### config.mk
export PLATFORM = sky130hd
export DESIGN_NAME = fetch_stage_flat
export DESIGN_NICKNAME = d
export VERILOG_FILES = /design/src/rtl/fetch_stage_if.sv /design/src/rtl/fetch_stage.sv /design/src/flat_wrapper.sv
export SDC_FILE = /design/constraint.sdc
export NUM_CORES = 1
export LEC_CHECK = 0
export ABC_AREA = 1
export BUFFER_PORTS_ARGS = -buffer_cell sky130_fd_sc_hd__buf_4
export CAP_MARGIN = 30
export CELL_PAD_IN_SITES_DETAIL_PLACEMENT = 0
export CELL_PAD_IN_SITES_GLOBAL_PLACEMENT = 1
export CORE_MARGIN = 2
export CORE_UTILIZATION = 39
export CTS_CLUSTER_SIZE = 8
export DETAILED_ROUTE_END_ITERATION = 8
export PLACE_DENSITY_LB_ADDON = 0.1
export SLEW_MARGIN = 20
export SYNTH_ARGS = -nofsm -noshare
export SYNTH_HDL_FRONTEND = slang
export SYNTH_SLANG_ARGS = --single-unit
### constraint.sdc
create_clock -name clk -period 2.55 [get_ports clk]
set_clock_uncertainty 0.2 [all_clocks]
set_input_delay 0.51 -clock clk [delete_from_list [all_inputs] [get_ports clk]]
set_output_delay 0.51 -clock clk [all_outputs]
set_load 0.02 [all_outputs]
### src/rtl/fetch_stage_if.sv
// Instruction-memory request/ready channel between the fetch stage and imem.
interface fetch_stage_if;
    logic        imem_req;
    logic [31:0] imem_addr;
    logic        imem_ready;
    logic [31:0] imem_rdata;

    modport master (output imem_req, output imem_addr, input imem_ready, input imem_rdata);
    modport slave  (input imem_req, input imem_addr, output imem_ready, output imem_rdata);
endinterface

### src/rtl/fetch_stage.sv
// MIPS instruction-fetch stage: fetch PC, IF/ID register and a three-state
// imem handshake (FETCH / HOLD with buffered word / DRAIN before a redirect).
module fetch_stage #(
    parameter logic [31:0] RESET_PC = 32'h0000_0000
) (
    input  logic          clk,
    input  logic          rst_n,
    input  logic          StallF,
    input  logic          StallD,
    input  logic          PCSrcD,
    input  logic [31:0]   PCBranchD,
    input  logic          JumpD,
    input  logic [31:0]   PCJumpD,
    fetch_stage_if.master imem,
    output logic [31:0]   InstrD,
    output logic [31:0]   PCPlus4D,
    output logic          ValidD,
    output logic          FetchBusy
);
    typedef enum logic [1:0] {FETCH, HOLD, DRAIN} state_t;

    state_t      state_reg, state_next;
    logic [31:0] pc_reg, pc_next;
    logic [31:0] buf_reg, buf_next;
    logic [31:0] pend_reg, pend_next;
    logic [31:0] instr_reg, instr_next;
    logic [31:0] pcp4_reg, pcp4_next;
    logic        valid_reg, valid_next;

    logic        hold, redirect;
    logic [31:0] target, pc_plus4;

    assign hold     = StallF | StallD;
    assign redirect = !hold & (PCSrcD | JumpD);
    assign target   = PCSrcD ? PCBranchD : PCJumpD;
    assign pc_plus4 = pc_reg + 32'd4;

    // The request is gated by rst_n so an in-flight fetch is abandoned the moment reset asserts.
    assign imem.imem_req  = rst_n & (state_reg != HOLD);
    assign imem.imem_addr = pc_reg;

    assign InstrD   = instr_reg;
    assign PCPlus4D = pcp4_reg;
    assign ValidD   = valid_reg;

    always_ff @(posedge clk or negedge rst_n) begin
        if (!rst_n) begin
            state_reg <= FETCH;
            pc_reg    <= RESET_PC;
            buf_reg   <= 32'd0;
            pend_reg  <= 32'd0;
            instr_reg <= 32'd0;
            pcp4_reg  <= 32'd0;
            valid_reg <= 1'b0;
        end else begin
            state_reg <= state_next;
            pc_reg    <= pc_next;
            buf_reg   <= buf_next;
            pend_reg  <= pend_next;
            instr_reg <= instr_next;
            pcp4_reg  <= pcp4_next;
            valid_reg <= valid_next;
        end
    end

    always_comb begin
        state_next = state_reg;
        pc_next    = pc_reg;
        buf_next   = buf_reg;
        pend_next  = pend_reg;
        instr_next = instr_reg;
        pcp4_next  = pcp4_reg;
        valid_next = valid_reg;
        FetchBusy  = 1'b0;

        unique case (state_reg)
            FETCH: begin
                FetchBusy = rst_n & !imem.imem_ready;
                if (imem.imem_ready) begin
                    if (redirect) begin
                        pc_next    = target;
                        instr_next = 32'd0;
                        pcp4_next  = 32'd0;
                        valid_next = 1'b0;
                    end else if (!hold) begin
                        instr_next = imem.imem_rdata;
                        pcp4_next  = pc_plus4;
                        valid_next = 1'b1;
                        pc_next    = pc_plus4;
                    end else begin
                        buf_next   = imem.imem_rdata;
                        state_next = HOLD;
                    end
                end else if (redirect) begin
                    pend_next  = target;
                    instr_next = 32'd0;
                    pcp4_next  = 32'd0;
                    valid_next = 1'b0;
                    state_next = DRAIN;
                end else if (!hold) begin
                    instr_next = 32'd0;
                    pcp4_next  = 32'd0;
                    valid_next = 1'b0;
                end
            end
            HOLD: begin
                if (redirect) begin
                    pc_next    = target;
                    instr_next = 32'd0;
                    pcp4_next  = 32'd0;
                    valid_next = 1'b0;
                    state_next = FETCH;
                end else if (!hold) begin
                    instr_next = buf_reg;
                    pcp4_next  = pc_plus4;
                    valid_next = 1'b1;
                    pc_next    = pc_plus4;
                    state_next = FETCH;
                end
            end
            DRAIN: begin
                FetchBusy = rst_n;
                if (redirect) pend_next = target;
                if (!hold) begin
                    instr_next = 32'd0;
                    pcp4_next  = 32'd0;
                    valid_next = 1'b0;
                end
                // A redirect arriving on the completing cycle is the newest decode decision, so it wins.
                if (imem.imem_ready) begin
                    pc_next    = redirect ? target : pend_reg;
                    state_next = FETCH;
                end
            end
            default: state_next = FETCH;
        endcase
    end
endmodule

### src/flat_wrapper.sv
// flat-port wrapper written by rule: the top's interface ports become plain ports
module fetch_stage_flat 
#(
    parameter logic [31:0] RESET_PC = 32'h0000_0000
)
  (clk, rst_n, StallF, StallD, PCSrcD, PCBranchD, JumpD, PCJumpD, InstrD, PCPlus4D, ValidD, FetchBusy, imem_imem_req, imem_imem_addr, imem_imem_ready, imem_imem_rdata);
  fetch_stage_if imem_i ();
  input  logic clk;
  input  logic rst_n;
  input  logic StallF;
  input  logic StallD;
  input  logic PCSrcD;
  input  logic [31:0] PCBranchD;
  input  logic JumpD;
  input  logic [31:0] PCJumpD;
  output logic [31:0] InstrD;
  output logic [31:0] PCPlus4D;
  output logic ValidD;
  output logic FetchBusy;
  output wire logic [$bits(imem_i.imem_req)-1:0] imem_imem_req;
  output wire logic [$bits(imem_i.imem_addr)-1:0] imem_imem_addr;
  input wire logic [$bits(imem_i.imem_ready)-1:0] imem_imem_ready;
  input wire logic [$bits(imem_i.imem_rdata)-1:0] imem_imem_rdata;
  assign imem_imem_req = imem_i.imem_req;
  assign imem_imem_addr = imem_i.imem_addr;
  assign imem_i.imem_ready = imem_imem_ready;
  assign imem_i.imem_rdata = imem_imem_rdata;
  fetch_stage #(.RESET_PC(RESET_PC)) u_core (.clk(clk), .rst_n(rst_n), .StallF(StallF), .StallD(StallD), .PCSrcD(PCSrcD), .PCBranchD(PCBranchD), .JumpD(JumpD), .PCJumpD(PCJumpD), .imem(imem_i), .InstrD(InstrD), .PCPlus4D(PCPlus4D), .ValidD(ValidD), .FetchBusy(FetchBusy));
endmodule
==> results of run 1 <==
## routing by layer
metal	GRT usage, %	vias to the layer above
met5	0	-
li1	-	4483
met4	7.69	0
met3	4.76	30
met1	32.7	4296
met2	43.0	250
## final cells by class
type	instances	area share, %
repair buffers	244	16.4
well taps	285	3.09
clock buffers	18	3.72
flip-flops and latches	163	35.3
multi-input cells	908	37.0
clock inverters	13	1.08
inverters	105	3.42
## power by group through the flow
stage	combinational, uW	sequential [uW]	clock [uW]
2_1_floorplan	3780	5240	0
3_3_place_gp	7190	4730	0
3_5_place_dp	7260	4740	0
4_1_cts	7300	4710	2530
5_1_grt	8130	4870	2650
6_report	7290	4710	2480
## cell usage after synthesis, types with 4 or more instances
| library cell | number | area share (%) |
|---|---|---|
| o21bai_1 | 5 | 0.42 |
| ha_1 | 5 | 0.69 |
| nor2_1 | 86 | 3.6 |
| inv_1 | 95 | 3.9 |
| o21ai_1 | 42 | 2.3 |
| nand2_2 | 4 | 0.28 |
| a31oi_1 | 11 | 0.76 |
| a22o_1 | 5 | 0.48 |
| buf_4 | 6 | 0.50 |
| a22oi_1 | 10 | 0.83 |
| nor3_2 | 4 | 0.44 |
| nand4_1 | 26 | 1.8 |
| nor2_2 | 8 | 0.55 |
| dfrtp_1 | 163 | 45 |
| nand2_1 | 373 | 15 |
| o21ai_0 | 121 | 6.7 |
| o22ai_1 | 5 | 0.35 |
| nand3_1 | 124 | 6.9 |
| nor3_1 | 5 | 0.28 |
| inv_2 | 10 | 0.42 |
| clkbuf_1 | 28 | 1.2 |
| buf_2 | 30 | 1.7 |
| buf_1 | 5 | 0.21 |
| a21oi_1 | 56 | 3.1 |
## worst register-to-register path: stages, from the launching register on
cell and delay [ps]:
dfrtp_1 460, inv_2 120, ha_4 310, inv_2 50, nand2_1 100, o211ai_1 120, inv_1 550, o21ai_0 200
nand2_1 90
## worst paths after layout
| check | from | endpoint | slack, ps |
|---|---|---|---|
| worst max-delay path | u_core.state_reg[1]$_DFFE_PN0P_ | imem_imem_req | 110 |
| worst max register to register | u_core.state_reg[1]$_DFFE_PN0P_ | u_core.InstrD[11]$_DFFE_PN0P_ | 290 |
| worst min-delay path | imem_imem_rdata[19] | u_core.buf_reg[19]$_DFFE_PN0P_ | 90 |
| worst min register to register | u_core.InstrD[29]$_DFFE_PN0P_ | u_core.InstrD[29]$_DFFE_PN0P_ | 280 |
| min in group asynchronous | rst_n | u_core.imem.imem_addr[0]$_DFFE_PN0P_ | 560 |
| max in group asynchronous | rst_n | u_core.PCPlus4D[29]$_DFFE_PN0N_ | 1030 |
## through the flow
stage | utilization [%] | hold slack [ps]
6_report | 50.8 | 89.3
5_1_grt | 50.8 | 91.1
4_1_cts | 50.7 | 72.3
3_5_place_dp | 48.2 | 268
3_3_place_gp | 48.2 | 265
2_1_floorplan | - | 14.4
## cell families (layout without fill, tap and decap cells)
logic type	after synthesis	count (layout)	synth area share [%]
multiplexers	1	1	0.111
AND/OR/NAND/NOR	641	641	30.4
flip-flops	163	163	45.1
AO/OA/AOI/OAI	261	261	15.7
adder cells (fa/ha/maj)	5	5	0.692
buffers and inverters	175	380	8.01
## what timing repair did
action	CTS	global route
hold buffers	1	0
gates resized for setup	2	4
hold endpoints to repair	36	0
setup endpoints to repair	1	2
==> results.json, run 1 <==
{
  "outcome": "finished, final reports clean",
  "worst_pin_slew_ps": 732,
  "insertion_delay_ps": 430,
  "row_count": 55,
  "die-height_microns": 156,
  "syn_inst": 1246,
  "final_design_area_no_fill_sq_um": 11500,
  "multi_input_area_sq_um": 4270,
  "grt_pass1_vias": 8802,
  "setup_ws_ps": 110,
  "netlist_area_sq_um": 9040,
  "comb_power_share_pct": 50.3,
  "io_buffers": 201,
  "start_util_pct": 39.8,
  "clockBufferDepth": 2,
  "drv_slew": 0,
  "setup_violations": 0,
  "die_w_microns": 156,
  "dieArea_sq_um": 24400,
  "power_frac_seq_pct": 32.5,
  "fp.coreArea_sq_um": 22700,
  "cp_slowest_stage_delay_ps": 460,
  "critPathMaxFanout": 11,
  "synth-seq-cells": 163,
  "cp.depth": 5,
  "antenna_found_initial": 0,
  "cellLeakagePower_uw": 0.00579,
  "clk_pin_slew_ps": 70,
  "worstSetupPathType": "reg -> out",
  "cts_setup_buffers": 0,
  "hold_viol_final": 0,
  "overflow": 0,
  "fmax_mhz": 410,
  "wl_met3_microns": 1610,
  "cts_max_level": 4,
  "seq_area_sq_um": 4080,
  "most-common-layout-cells": "nand2_1, buf_4, dfrtp_1",
  "p_sw_share_pct": 46.3,
  "worst_path_most_repeated_cell": "buf_4",
  "synth-edff-count": 0,
  "drtAntennaViolNets": 0,
  "syn2layout_area_growth_pct": 27.6,
  "first_iter_violations": 688,
  "grt_pass1_wl_microns": 48000,
  "period_share_pct": 95.7,
  "ys_seq_area_share_pct": 45.1,
  "period_needed_ps": 2440,
  "grt_max_degree": 128,
  "cpMaxStageDelayCell": "dfrtp_1",
  "ys_warn_count": 0,
  "irDropWorstVdd_uv": 664,
  "path_buf_inv": 3,
  "m1WireLength_microns": 12800,
  "synth_nets": 1354,
  "dp_cells": 1704,
  "dp_slack_ps": 115,
  "cp_top_family": "flip-flops",
  "power.density_nw_per_um2": 1260,
  "n_antenna_cell": 0,
  "gp_congestion": 0.877,
  "final_nets": 1547,
  "drive_gt1_share_pct": 21.5,
  "min_path_type": "in -> reg",
  "dpl_cell_area_sq_um": 10900,
  "clock_sinks": 163,
  "post-route-drc-count": 0,
  "nFillCells": 2320,
  "startpoint_type": "flip-flop",
  "vias": 9059,
  "cts_tree": "yes",
  "grt_use_total_pct": 25.3,
  "finalPower_uw": 14500,
  "tns_ps": 0,
  "hold_depth": 3,
  "dp_hpwl_microns": 21700,
  "cp_cell_sequence": "inv_2, ha_2, buf_4, nor2_1, buf_4",
  "fin_cells": 1736,
  "endpoint_kind": "output port",
  "final_common_cell": "nand2_1",
  "worstPathArrival_ps": 1730,
  "rsz0062_at_grt": "no",
  "routed.top_layer": "met4",
  "wirelength_microns": 30000,
  "maxCapViolCount": 0,
  "ios": 202,
  "reg2regPathDepth": 8,
  "avgSynthCellArea_sq_um": 7.26,
  "firstDrtPassIters": 5,
  "synth_cell_types": 37,
  "cts_buffers": 17,
  "p_sw_uw": 6700,
  "wl_per_cell_microns": 17.3,
  "cp.required_ps": 1840,
  "intPower_uw": 7780,
  "cts_root_buffer": "clkbuf_16",
  "avgViaCountPerCell": 5.22,
  "dr_wl_met2_microns": 14900,
  "clock_power_share_pct": 17.1,
  "ys_async_sr_fraction_pct": 100,
  "ys.flop_type": "dfrtp_1",
  "max_slew_margin_pct": 51.2
}
(Power assumes the default switching activity.)
==> run 2: changes to the inputs <==
--- a/config.mk
+++ b/config.mk
@@ -5,15 +5,15 @@
 export SDC_FILE = /design/constraint.sdc
 export NUM_CORES = 1
 export LEC_CHECK = 0
-export ABC_AREA = 1
 export BUFFER_PORTS_ARGS = -buffer_cell sky130_fd_sc_hd__buf_4
 export CAP_MARGIN = 30
 export CELL_PAD_IN_SITES_DETAIL_PLACEMENT = 0
 export CELL_PAD_IN_SITES_GLOBAL_PLACEMENT = 1
 export CORE_MARGIN = 2
-export CORE_UTILIZATION = 39
+export CORE_UTILIZATION = 41
 export CTS_CLUSTER_SIZE = 8
 export DETAILED_ROUTE_END_ITERATION = 8
+export HOLD_SLACK_MARGIN = 0.02
 export PLACE_DENSITY_LB_ADDON = 0.1
 export SLEW_MARGIN = 20
 export SYNTH_ARGS = -nofsm -noshare
==> results.json, run 2 <==
{
  "outcome": "finished, final reports clean",
  "worstPathArrival_ps": 1760,
  "setup_ws_ps": 76.7,
  "wirelength_microns": 24000,
  "row_count": 51,
  "maxCapViolCount": 0,
  "critPathMaxFanout": 32,
  "drtAntennaViolNets": 0,
  "fin_cells": 1338,
  "dp_slack_ps": 148,
  "synth_nets": 969,
  "post-route-drc-count": 0,
  "grt_pass1_wl_microns": 38700,
  "drv_slew": 0,
  "clock_sinks": 163,
  "grt_use_total_pct": 22.6,
  "nFillCells": 1860,
  "cpMaxStageDelayCell": "dfrtp_1",
  "hold_viol_final": 0,
  "dp_cells": 1305,
  "irDropWorstVdd_uv": 573,
  "power.density_nw_per_um2": 1250,
  "period_share_pct": 97.0,
  "comb_power_share_pct": 45.6,
  "met3_usage_pct": 6.25,
  "cp.required_ps": 1840,
  "synth_top_area_share_pct": 49.2,
  "firstDrtPassIters": 7,
  "tns_ps": 0,
  "cp_slowest_stage_delay_ps": 440,
  "grt_pass1_vias": 7060,
  "dieArea_sq_um": 21400,
  "dpl_cell_area_sq_um": 10300,
  "die-height_microns": 146,
  "antenna_found_initial": 0,
  "grt_busiest_layer": "met2",
  "clk_pin_slew_ps": 70,
  "cts_buffers": 17,
  "dp_hpwl_microns": 16900,
  "drive_gt1_share_pct": 31.0,
  "p_sw_uw": 5680,
  "yosysMostFrequentCell": "dfrtp_1",
  "final_common_cell": "buf_4",
  "synth_cell_types": 56,
  "clockBufferDepth": 2,
  "intPower_uw": 8030,
  "synth-edff-count": 0,
  "die_w_microns": 146,
  "syn_inst": 861,
  "max_slew_margin_pct": 43.8,
  "rsz0062_at_grt": "yes",
  "netlist_area_sq_um": 8290,
  "fp.coreArea_sq_um": 19700,
  "grtUsageMet1_pct": 31.6,
  "io_buffers": 201,
  "seq_area_sq_um": 4080,
  "synthTopCellsByCount": "dfrtp_1, nand2_1, o21ai_0, a21oi_1, nor2_1",
  "final_design_area_no_fill_sq_um": 11000,
  "synth.area.top_cells": "dfrtp_1, mux2_2, nand2_1",
  "yosysTopAreaCell": "dfrtp_1",
  "ys_seq_area_share_pct": 49.2,
  "min_path_type": "in -> reg",
  "clock_power_share_pct": 20.0,
  "worstSetupPathType": "reg -> out",
  "setup_violations": 0,
  "endpoint_kind": "output port",
  "grt_max_degree": 66,
  "n_antenna_cell": 0,
  "power_frac_seq_pct": 34.4,
  "fmax_mhz": 404,
  "first_iter_violations": 443,
  "cts_max_level": 4,
  "insertion_delay_ps": 430,
  "cts_root_buffer": "clkbuf_16",
  "wl_per_cell_microns": 17.9,
  "synth-seq-cells": 163,
  "final_nets": 1168,
  "multi_input_area_sq_um": 3920,
  "ys.flop_type": "dfrtp_1",
  "worst_pin_slew_ps": 843,
  "gp_congestion": 0.785,
  "start_util_pct": 42.2,
  "syn2layout_area_growth_pct": 32.2,
  "ys_warn_count": 0,
  "cts_tree": "yes",
  "avgViaCountPerCell": 5.43,
  "overflow": 0,
  "vias": 7270,
  "avgSynthCellArea_sq_um": 9.62,
  "ios": 202,
  "most-common-layout-cells": "buf_4, dfrtp_1, nand2_1",
  "cp_cell_sequence": "inv_1, ha_2, buf_12, o21a_1, buf_4",
  "cellLeakagePower_uw": 0.00498,
  "startpoint_type": "flip-flop",
  "period_needed_ps": 2470,
  "ys_async_sr_fraction_pct": 100,
  "p_sw_share_pct": 41.4,
  "met2_usage_pct": 34.8
}
## run 2: worst paths after layout
kind | slack, ps | to | cells past startpoint | startpoint
setup / recovery | 80 | FetchBusy | 5 | u_core.state_reg[0]$_DFFE_PN0P_
hold / removal | 110 | u_core.buf_reg[18]$_DFFE_PN0P_ | 2 | imem_imem_rdata[18]
setup reg to reg | 130 | u_core.imem.imem_addr[21]$_DFFE_PN0P_ | 5 | u_core.imem.imem_addr[3]$_DFFE_PN0P_
hold reg to reg | 280 | u_core.ValidD$_DFFE_PN0N_ | 2 | u_core.ValidD$_DFFE_PN0N_
max in group asynchronous | 850 | u_core.InstrD[13]$_DFFE_PN0P_ | 3 | rst_n
min in group asynchronous | 630 | u_core.imem.imem_addr[6]$_DFFE_PN0P_ | 3 | rst_n
## run 2: cell type report
type / instances / area share, %
flip-flops and latches: 163 / 37.2
inverters: 14 / 0.480
well taps: 265 / 3.03
multi-input cells: 618 / 35.8
clock inverters: 15 / 1.77
clock buffers: 17 / 3.88
repair buffers: 246 / 17.8
## run 2: per-stage QoR
stage / hold WS [ps] / utilization [%] / total power [uW]
2_1_floorplan: 14.4 / - / 8480
3_3_place_gp: 263 / 52.4 / 10800
3_5_place_dp: 266 / 52.4 / 11000
4_1_cts: 99.7 / 55.7 / 13800
5_1_grt: 94.5 / 55.7 / 14700
6_report: 113 / 55.7 / 13700
## run 2: cells by family (layout without fill, tap and decap cells)
logic type,count (synthesis),in the layout,share of synthesized area [%]
xor+xnor,28,28,2.96
simple gates,256,256,14.6
buf+inv,80,292,3.82
mux,68,68,8.73
compound gates,261,261,19.9
flops,163,163,49.2
fa+ha+maj,5,5,0.755
## run 2: power groups by stage
stage                     combinational [uW]  sequential, uW  clock (uW)
after floorplan                         3220            5260           0
after global placement                  6150            4700           0
after detailed placement                6240            4740           0
after CTS                               6270            4700        2800
after global routing                    6870            4880        2910
final                                   6250            4710        2740
## run 2: repair_timing
item	in CTS	in global routing
endpoints found under the setup margin	1	9
hold endpoints to repair	44	0
resized for setup	4	5
buffers inserted	0	0
hold buffers	1	0
## run 2: routing by layer
layer  share of wire, %  up-vias  wire length, microns
met2                 46      225                 11100
met3                6.6       23                  1590
met5                  0        -                     0
met1                 46     3509                 11000
li1                   -     3513                     -
met4                1.2        0                   291
## run 2: worst max-delay path, delay by kind of cell, from the launching register on
family	cells	cell delay, ps
buf+inv	3	480
compound gates	1	150
fa+ha+maj	1	260
flops	1	440
==> run 3: changes to the inputs <==
--- a/config.mk
+++ b/config.mk
@@ -5,15 +5,16 @@
 export SDC_FILE = /design/constraint.sdc
 export NUM_CORES = 1
 export LEC_CHECK = 0
+export ABC_AREA = 1
 export BUFFER_PORTS_ARGS = -buffer_cell sky130_fd_sc_hd__buf_4
 export CAP_MARGIN = 30
 export CELL_PAD_IN_SITES_DETAIL_PLACEMENT = 0
 export CELL_PAD_IN_SITES_GLOBAL_PLACEMENT = 1
 export CORE_MARGIN = 2
-export CORE_UTILIZATION = 41
+export CORE_UTILIZATION = 39
 export CTS_CLUSTER_SIZE = 8
 export DETAILED_ROUTE_END_ITERATION = 8
-export HOLD_SLACK_MARGIN = 0.02
+export HOLD_SLACK_MARGIN = 0.15
 export PLACE_DENSITY_LB_ADDON = 0.1
 export SLEW_MARGIN = 20
 export SYNTH_ARGS = -nofsm -noshare
==> results.json, run 3 (synthesized netlist as in run 1, its figures left out) <==
{
  "worst_pin_slew_ps": 725,
  "grt_max_degree": 128,
  "setup_violations": 0,
  "grt_use_total_pct": 25.5,
  "syn2layout_area_growth_pct": 30.4,
  "setup_ws_ps": 112,
  "first_iter_violations": 673,
  "antenna_found_initial": 0,
  "post-route-drc-count": 0,
  "cp.required_ps": 1840,
  "wl_per_cell_microns": 17.2,
  "cts_buffers": 17,
  "die_w_microns": 156,
  "most-common-layout-cells": "nand2_1, buf_4, dfrtp_1",
  "cp_top_family": "flip-flops",
  "endpoint_kind": "output port",
  "final_nets": 1572,
  "irDropWorstVdd_uv": 667,
  "cts_setup_buffers": 0,
  "finalPower_uw": 14500,
  "hold_viol_final": 0,
  "firstDrtPassIters": 5,
  "overflow": 0,
  "worst_path_most_repeated_cell": "buf_4",
  "insertion_delay_ps": 430,
  "avgViaCountPerCell": 5.21,
  "min_path_type": "in -> reg",
  "cp_slowest_stage_delay_ps": 460,
  "startpoint_type": "flip-flop",
  "wirelength_microns": 30400,
  "drv_slew": 0,
  "start_util_pct": 39.8,
  "clk_pin_slew_ps": 70,
  "cts_root_buffer": "clkbuf_16",
  "dp_slack_ps": 115,
  "cts_max_level": 4,
  "cellLeakagePower_uw": 0.00589,
  "worstPathArrival_ps": 1730,
  "rsz0062_at_grt": "no",
  "period_share_pct": 95.6,
  "vias": 9177,
  "gp_congestion": 0.877,
  "dieArea_sq_um": 24400,
  "grt_pass1_wl_microns": 48500,
  "tns_ps": 0,
  "grt_pass1_vias": 8927,
  "worstSetupPathType": "reg -> out",
  "drtAntennaViolNets": 0,
  "period_needed_ps": 2440,
  "cp_cell_sequence": "inv_2, ha_2, buf_4, nor2_1, buf_4",
  "die-height_microns": 156,
  "power.density_nw_per_um2": 1230,
  "fmax_mhz": 410,
  "io_buffers": 201,
  "final_common_cell": "nand2_1",
  "fp.coreArea_sq_um": 22700,
  "clockBufferDepth": 2,
  "max_slew_margin_pct": 51.6,
  "outcome": "finished, final reports clean",
  "cts_tree": "yes",
  "ios": 202,
  "holdWs_ps": 163,
  "drive_gt1_share_pct": 21.1,
  "path_buf_inv": 3,
  "row_count": 55,
  "critPathMaxFanout": 11,
  "maxCapViolCount": 0,
  "clock_sinks": 163,
  "cpMaxStageDelayCell": "dfrtp_1",
  "n_antenna_cell": 0,
  "dp_hpwl_microns": 21700
}
==> run 3: cell count changes in the layout (fill, tap and decap cells not counted), moves of 13 or more <==
cell and delta:
nand2_1 +273, nand3_1 +97, inv_1 +80, o21ai_0 +49, o21ai_1 +42, mux2_2 -34
mux2i_1 -33, dlygate4sd3_1 +25, nor2_1 +23, nand4_1 +19, xnor2_1 -19, a22oi_1 -13
o31ai_1 -13
==> run 3: area by class of cell <==
type | count | area [sq um]
flip-flops and latches | 163 | 4080
clock inverters | 13 | 125
inverters | 105 | 394
multi-input cells | 908 | 4270
well taps | 285 | 357
clock buffers | 18 | 429
fillers | 2301 | 10900
repair buffers | 269 | 2140
==> run 3: where the power goes <==
group,switching (uW),internal [uW]
registers,963,3760
logic,4630,2700
clock network,1120,1350
==> run 3: path summary, 6_finish.rpt <==
kind | from | endpoint | slack [ps] | cells after the start
worst max-delay path | u_core.state_reg[1]$_DFFE_PN0P_ | imem_imem_req | 110 | 5
worst min-delay path | imem_imem_rdata[5] | u_core.buf_reg[5]$_DFFE_PN0P_ | 160 | 3
worst max register to register | u_core.state_reg[1]$_DFFE_PN0P_ | u_core.InstrD[11]$_DFFE_PN0P_ | 300 | 8
worst min register to register | u_core.InstrD[29]$_DFFE_PN0P_ | u_core.InstrD[29]$_DFFE_PN0P_ | 280 | 2
max in group asynchronous | rst_n | u_core.PCPlus4D[29]$_DFFE_PN0N_ | 1040 | 3
min in group asynchronous | rst_n | u_core.imem.imem_addr[0]$_DFFE_PN0P_ | 550 | 3
==> run 3: metal layers <==
layer | share of wire [%] | GRT usage, % | up-vias
li1 | - | - | 4540
met1 | 43 | 32.9 | 4351
met2 | 50 | 43.6 | 257
met3 | 5.3 | 4.76 | 29
met4 | 2.3 | 7.69 | 0
met5 | 0 | 0 | -
==> run 3: worst min-delay path, cell delays in order <==
cell     delay (ps)
buf_4           110
inv_1            60
o21ai_0          80
==> run 3: what timing repair did <==
item,CTS,global route
resized for setup,2,4
endpoints found under the hold margin,188,0
gates cloned,0,0
hold buffers,26,0
endpoints found under the setup margin,1,2
pin swaps,0,0
==> run 3: through the flow <==
stage / std cells / instance area [sq um] / util [%]
global route: 1761 / 11800 / 51.9
CTS: 1761 / 11800 / 51.8
finish: 1761 / 11800 / 51.9
global placement: 1704 / 10900 / 48.2
detailed placement: 1704 / 10900 / 48.2
floorplan: 1246 / 9040 / -
